### src/rtl/mux_sel_scanner_if.sv
// Control and display-select bundle between the scan controller and its user; mask exists only with SCAN_MASK_EN.
// master drives en/hold/manual/man_sel(/mask) and observes sel/an_n/tick/frame; slave is the scanner.
interface mux_sel_scanner_if;
  logic       en;
  logic       hold;
  logic       manual;
  logic [1:0] man_sel;
`ifdef SCAN_MASK_EN
  logic [3:0] mask;
`endif
  logic [1:0] sel;
  logic [3:0] an_n;
  logic       tick;
  logic       frame;

`ifdef SCAN_MASK_EN
  modport master (output en, hold, manual, man_sel, mask, input sel, an_n, tick, frame);
  modport slave  (input en, hold, manual, man_sel, mask, output sel, an_n, tick, frame);
`else
  modport master (output en, hold, manual, man_sel, input sel, an_n, tick, frame);
  modport slave  (input en, hold, manual, man_sel, output sel, an_n, tick, frame);
`endif
endinterface

### src/rtl/mux_sel_scanner.sv
// Prescaled round-robin 4:1 mux select scanner with hold and manual override; SCAN_MASK_EN adds a per-channel skip mask.
// Latency: sel/tick/frame registered on the deciding edge; an_n decoded from state and sel with no extra cycle.
// Backpressure: none; hold freezes sel while the prescaler runs, en=0 freezes all state and blanks an_n.
module mux_sel_scanner #(
  parameter int unsigned DIV = 100000
) (
  input  logic             clk,
  input  logic             reset,
  mux_sel_scanner_if.slave bus
);
  localparam int unsigned   PW       = (DIV > 1) ? $clog2(DIV) : 1;
  localparam logic [PW-1:0] PSC_LAST = PW'(DIV - 1);

  typedef enum logic [1:0] {IDLE, SCAN, MANUAL} state_t;

  state_t        state, state_nxt;
  logic [PW-1:0] psc, psc_nxt;
  logic [1:0]    sel_q, sel_nxt;
  logic          tick_q, tick_nxt;
  logic          frame_q, frame_nxt;
  logic [1:0]    adv_sel;
  logic          adv_ok;
  logic          all_masked;
  logic [3:0]    an_d;

`ifdef SCAN_MASK_EN
  logic [1:0] cand;

  // Search sel+1 .. sel+4 so the current channel is the last resort.
  always_comb begin
    adv_sel = sel_q;
    adv_ok  = 1'b0;
    cand    = sel_q;
    for (int k = 1; k <= 4; k++) begin
      cand = sel_q + 2'(k);
      if (!adv_ok && !bus.mask[cand]) begin
        adv_sel = cand;
        adv_ok  = 1'b1;
      end
    end
  end

  assign all_masked = &bus.mask;
`else
  assign adv_sel    = sel_q + 2'd1;
  assign adv_ok     = 1'b1;
  assign all_masked = 1'b0;
`endif

  // Register updates follow the state being entered on this edge.
  always_comb begin
    state_nxt = state;
    psc_nxt   = psc;
    sel_nxt   = sel_q;
    tick_nxt  = 1'b0;
    frame_nxt = 1'b0;

    if (!bus.en)          state_nxt = IDLE;
    else if (bus.manual)  state_nxt = MANUAL;
    else                  state_nxt = SCAN;

    case (state_nxt)
      SCAN: begin
        if (psc == PSC_LAST) begin
          psc_nxt  = '0;
          tick_nxt = 1'b1;
          if (!bus.hold && adv_ok) begin
            sel_nxt   = adv_sel;
            frame_nxt = (adv_sel <= sel_q);
          end
        end else begin
          psc_nxt = psc + PW'(1);
        end
      end
      MANUAL: begin
        sel_nxt = bus.man_sel;
        psc_nxt = '0;
      end
      default: ;
    endcase
  end

  always_ff @(posedge clk or posedge reset) begin
    if (reset) begin
      state   <= IDLE;
      psc     <= '0;
      sel_q   <= 2'b00;
      tick_q  <= 1'b0;
      frame_q <= 1'b0;
    end else begin
      state   <= state_nxt;
      psc     <= psc_nxt;
      sel_q   <= sel_nxt;
      tick_q  <= tick_nxt;
      frame_q <= frame_nxt;
    end
  end

  // Manual mode ignores the mask; scanning with every channel masked blanks the display.
  always_comb begin
    an_d = 4'b1111;
    if (state == MANUAL || (state == SCAN && !all_masked))
      an_d = ~(4'b0001 << sel_q);
  end

  assign bus.sel   = sel_q;
  assign bus.an_n  = an_d;
  assign bus.tick  = tick_q;
  assign bus.frame = frame_q;
endmodule

### src/flat_wrapper.sv
// flat-port wrapper written by rule: the top's interface ports become plain ports
module mux_sel_scanner_flat 
#(
  parameter int unsigned DIV = 100000
)
  (clk, reset, bus_en, bus_hold, bus_manual, bus_man_sel, bus_sel, bus_an_n, bus_tick, bus_frame);
  mux_sel_scanner_if bus_i ();
  input  logic clk;
  input  logic reset;
  input wire logic [$bits(bus_i.en)-1:0] bus_en;
  input wire logic [$bits(bus_i.hold)-1:0] bus_hold;
  input wire logic [$bits(bus_i.manual)-1:0] bus_manual;
  input wire logic [$bits(bus_i.man_sel)-1:0] bus_man_sel;
  output wire logic [$bits(bus_i.sel)-1:0] bus_sel;
  output wire logic [$bits(bus_i.an_n)-1:0] bus_an_n;
  output wire logic [$bits(bus_i.tick)-1:0] bus_tick;
  output wire logic [$bits(bus_i.frame)-1:0] bus_frame;
  assign bus_i.en = bus_en;
  assign bus_i.hold = bus_hold;
  assign bus_i.manual = bus_manual;
  assign bus_i.man_sel = bus_man_sel;
  assign bus_sel = bus_i.sel;
  assign bus_an_n = bus_i.an_n;
  assign bus_tick = bus_i.tick;
  assign bus_frame = bus_i.frame;
  mux_sel_scanner #(.DIV(DIV)) u_core (.clk(clk), .reset(reset), .bus(bus_i));
endmodule
### config.mk
export PLATFORM = sky130hd
export DESIGN_NAME = mux_sel_scanner_flat
export DESIGN_NICKNAME = d
export VERILOG_FILES = /design/src/rtl/mux_sel_scanner_if.sv /design/src/rtl/mux_sel_scanner.sv /design/src/flat_wrapper.sv
export SDC_FILE = /design/constraint.sdc
export NUM_CORES = 1
export LEC_CHECK = 0
export ABC_AREA = 1
export CAP_MARGIN = 20
export CORE_ASPECT_RATIO = 0.8
export CORE_MARGIN = 4
export CORE_UTILIZATION = 50
export DETAILED_ROUTE_END_ITERATION = 16
export DONT_BUFFER_PORTS = 1
export PLACE_DENSITY = 0.66
export RECOVER_POWER = 100
export SLEW_MARGIN = 10
export SYNTH_ARGS = -nofsm -noshare
export SYNTH_HDL_FRONTEND = slang
export SYNTH_SLANG_ARGS = --single-unit
### constraint.sdc
create_clock -name clk -period 3.5 [get_ports clk]
set_input_delay 0.35 -clock clk [delete_from_list [all_inputs] [get_ports clk]]
set_output_delay 0.35 -clock clk [all_outputs]
set_load 0.01 [all_outputs]
# Word level (Yosys, flattened, before mapping)
# Index checks and enable logic that the tools add are counted.
# W data, S select, Z words.
# totals
ff_bits	23
input_bits	7
out_inout_bits	8
elab_cells	33
# classes
add_sub_neg	2
magnitude_cmp	1
n_eq_ne	7
shifts	1
n_mux	13
bitwise_logic	1
reduce_logical	3
# ops
operator	count
$pmux W17 S2	1
$add A17 B1 Y17 const B	1
$eq A17 B17 Y1 const B	1
$mux W17	1
$mux W2	4
$mux W1	5
$eq A2 B1 Y1 const B	2
$eq A2 B2 Y1 const B	2
$mux W4	1
$not A4 Y4	1
$pmux W2 S2	1
$shl A1 B2 Y4 const A	1
$reduce_and A3 Y1	1
$add A2 B1 Y2 const B	1
$le A2 B2 Y1	1
$ne A2 B1 Y1 const B	1
$ne A2 B2 Y1 const B	1
$reduce_bool A2 Y1	1
$logic_or A1 B1 Y1	1

# Longest topological paths before layout
# logic_depth
depth_word	5
ltp_mapped	9
depth_no_buf	9

# Worst setup path after synthesis
# OpenSTA, ideal clock, no wires.
# synth_path
kind	register -> register
start	register u_core.psc[0]
end	register u_core.psc[14]
setup_ps	129
t_arrival_ps	1199
required_ps	3371
path_slack_ps	2172
stages_incl_launch_ff	9
n_path_buf	0
period_less_slack_ps	1328
cell_sequence	dfrtp_1 > ha_1 > nand2_2 > nor2_2 > nand3_2 > nor2_2 > nand3_1 > nand3_1 > o21ai_1
# synth_between
elab_chain_len	3
elab_cells_between_ends	4
# synth_rtl
element	line_no	text
from (decl)	mux_sel_scanner.sv:17	logic [PW-1:0] psc, psc_nxt;
from (signal assigned)	mux_sel_scanner.sv:92	psc <= psc_nxt;
$add A17 B1 Y17 / $eq A17 B17 Y1 (equally long branches)	mux_sel_scanner.sv:72, mux_sel_scanner.sv:64	
$mux W17 (*)	mux_sel_scanner.sv:64	if (psc == PSC_LAST) begin
$pmux W17 S2 (*)	mux_sel_scanner.sv:62	case (state_nxt)
# Every way passes the cells marked *; elsewhere a longest branch is shown, timed or not.
# A chain may end at the register's enable or synchronous reset.

# Final worst setup path
# layout_path
start	register u_core.psc[0]
end	register u_core.psc[15]
# Same word-level chain as after synthesis.

==> flow_summary_export.csv <==
group,metric,value,unit
grt,grt_overflow,0,
clock_tree,cts_setup_buffers,0,
clock_tree,cts_tree,"built",
critical_path,critical_path_class,"reg -> reg",
timing,clock_skew,0.00670,ns
pwr,p_per_area,342,nW/um2
place,hpwl,2240,um
timing,setup_viol,0,
timing,period_share,51.9,%
critical_path,cp.arrival,2.05,ns
finish,layout.cells.non_filler,215,
timing,worstMarginPinSlew,0.862,ns
routing,avgRoutedWirePerCell,13.7,um
critical_path,cp_max_fo,9,
finish,n_fill_cell,243,
finish,final_area,1420,um2
grt,use_met1,25.3,%
routing,viasPerCell,5.34,
finish,layout.nets,192,
floorplan,die-area,3700,um2
place,dpl.cell_count,211,
place,placed_cell_area,1430,um2
timing,relSlewSlack,42.5,%
outcome,outcome,"complete, no violations",
finish,most-common-layout-cells,"nand2_1, dfrtp_1, inv_1, nand3_1, nor2_1",
timing,max_freq,551,MHz
finish,final-seq-area,576,um2
critical_path,startpoint,"u_core.psc[0]$_DFFE_PP0P_",
grt,use_met3,4.67,%
finish,drive_above_1_share,8.94,%
finish,antennaDiodeCount,0,
finish,final_common_cell,"nand2_1",
yosys,mappedNetlistArea,1400,um2
floorplan,row_count,16,
critical_path,cp-end-kind,"flip-flop",
yosys,syn_avg_cell_area,7.88,um2
routing,dr.pass1.iters,4,
finish,areaGrowthSynthToFinish,2.06,%
clock_tree,cts_resized,0,
clock_tree,clock_sinks,23,
yosys,synth_warnings,0,
routing,postRouteAntennaNets,0,
yosys,synth.ff_latch_count,23,
clock_tree,cts-buffers-inserted,3,
floorplan,start_util,54.4,%
grt,grt_pass1_wl,5130,um
pwr,leakagePower,0.632,nW
grt,groute.usage.overall,17.8,%
grt,grt_max_degree,24,
routing,vias,1148,
yosys,netlist_instances,177,
critical_path,worstSetupStartpointType,"flip-flop",
yosys,syn-num-nets,189,
clock_tree,clk_latency,0.31,ns
floorplan,io_pins,15,
pwr,power.total,0.486,mW
critical_path,reg2reg_from,"u_core.psc[0]$_DFFE_PP0P_",
clock_tree,cts-root-buf,"clkbuf_4",
grt,antenna_found_initial,0,
grt,top_usage_layer,"met2",
timing,drv_slew,0,
yosys,synth.distinct_cells,25,
grt,grt_pass1_vias,1061,
clock_tree,htreeDepth,1,
grt,grt_use_met2,27.7,%
clock_tree,hold_buffers,0,
timing,rsz0062_at_grt,"false",
place,routabilityCongestion,0.865,
min_path,hold_path_class,"in -> async",
clock_tree,max-clock-path-buffers,2,
timing,fin_tns_setup,0,ns
place,portBuffers,0,
critical_path,required,3.74,ns
floorplan,die_y,55.2,um
yosys,yosysSeqAreaShare,41.3,%
routing,drc_errors,0,
pwr,ir_drop,247,uV
clock_tree,clk_pin_slew_worst_paths,0.13,ns
timing,finalHoldViolations,0,
timing,fin_crit,1.82,ns
routing,drt_iter0_drc,86,
flow_run,cap_violations,0,
floorplan,die_x,67.1,um
finish,multiInputGateArea,694,um2
routing,routed_wl,2940,um
floorplan,coreArea,2560,um2
==> cell usage after synthesis <==
cell type	n	share of area (%)
nand2_2	4	1.8
o21ai_1	4	1.4
clkbuf_1	1	0.27
o22ai_1	5	2.2
a21oi_1	4	1.4
nor3_2	1	0.72
o21ai_0	8	2.9
ha_1	5	4.5
nor2_2	5	2.2
nor2_4	2	1.6
nand3_2	3	2.2
o21ai_2	1	0.63
nor3_4	1	1.2
nand2_1	43	12
o21bai_1	1	0.54
buf_6	1	0.81
dfrtp_1	23	41
xnor2_1	1	0.63
inv_1	19	5.1
nor2_1	12	3.2
xor2_1	7	4.4
nand4_1	3	1.3
inv_2	3	0.81
nand3_1	19	6.8
nor4_1	1	0.45
==> flip-flops by register name, indices dropped and copies added, names as in the netlist <==
signal	cells
u_core.state	2
u_core.bus.sel	2
u_core.bus.frame	1
u_core.psc	17
u_core.bus.tick	1
==> power breakdown <==
group / leakage, nW / internal (mW) / switching (mW)
clock network: 0.0150 / 0.0445 / 0.0783
logic: 0.303 / 0.0218 / 0.0431
registers: 0.314 / 0.278 / 0.0209
==> final timing paths <==
kind	end	slack (ns)	cells after the start
worst max-delay path	u_core.psc[15]$_DFFE_PP0P_	1.68	8
worst min-delay path	u_core.psc[6]$_DFFE_PP0P_	0.09	1
worst max register to register	u_core.psc[15]$_DFFE_PP0P_	1.68	8
worst min register to register	u_core.psc[10]$_DFFE_PP0P_	0.55	2
max in group asynchronous	u_core.psc[11]$_DFFE_PP0P_	2.88	1
min in group clk	u_core.state[0]$_DFF_PP0_	0.09	1
==> layout make-up <==
type                       instances  area share, %
clock buffer                       4           1.85
inverter                          22           5.80
multi-input combinational        130           48.8
sequential                        23           40.4
tap                               36           3.16
==> through the flow <==
stage | setup slack (ns) | utilization (%) | hold slack (ns)
after global routing | 1.44 | 55.6 | 0.0691
final | 1.68 | 55.6 | 0.0867
after global placement | 2.06 | 55.6 | 0.427
after floorplan | 2.17 | - | 0.352
after detailed placement | 2.01 | 55.6 | 0.425
after CTS | 1.89 | 56.6 | 0.0823
==> layer usage <==
layer / vias up / share of wire, %
met5: - / 0
met4: 0 / 0.44
met3: 2 / 8.0
met2: 41 / 46
met1: 530 / 46
li1: 575 / -
==> worst max-delay path, stage by stage (launching register included) <==
cell and delay, ns:
dfrtp_1 0.44, ha_1 0.25, nand2_1 0.12, nor2_1 0.09, nand3_1 0.09, nor2_1 0.04
nor2_1 0.47, nand2_1 0.11, a21oi_1 0.15
==> cells by family (layout without fill, tap and decap cells) <==
group	count (synthesis)	in the layout	share of synthesized area [%]
AO/OA/AOI/OAI	23	23	9.15
XOR/XNOR	8	8	5.02
adder cells (fa/ha/maj)	5	5	4.48
buffers and inverters	24	26	7.00
flip-flops	23	23	41.3
AND/OR/NAND/NOR	94	94	33.1
Power figures use the tool's default switching activity.
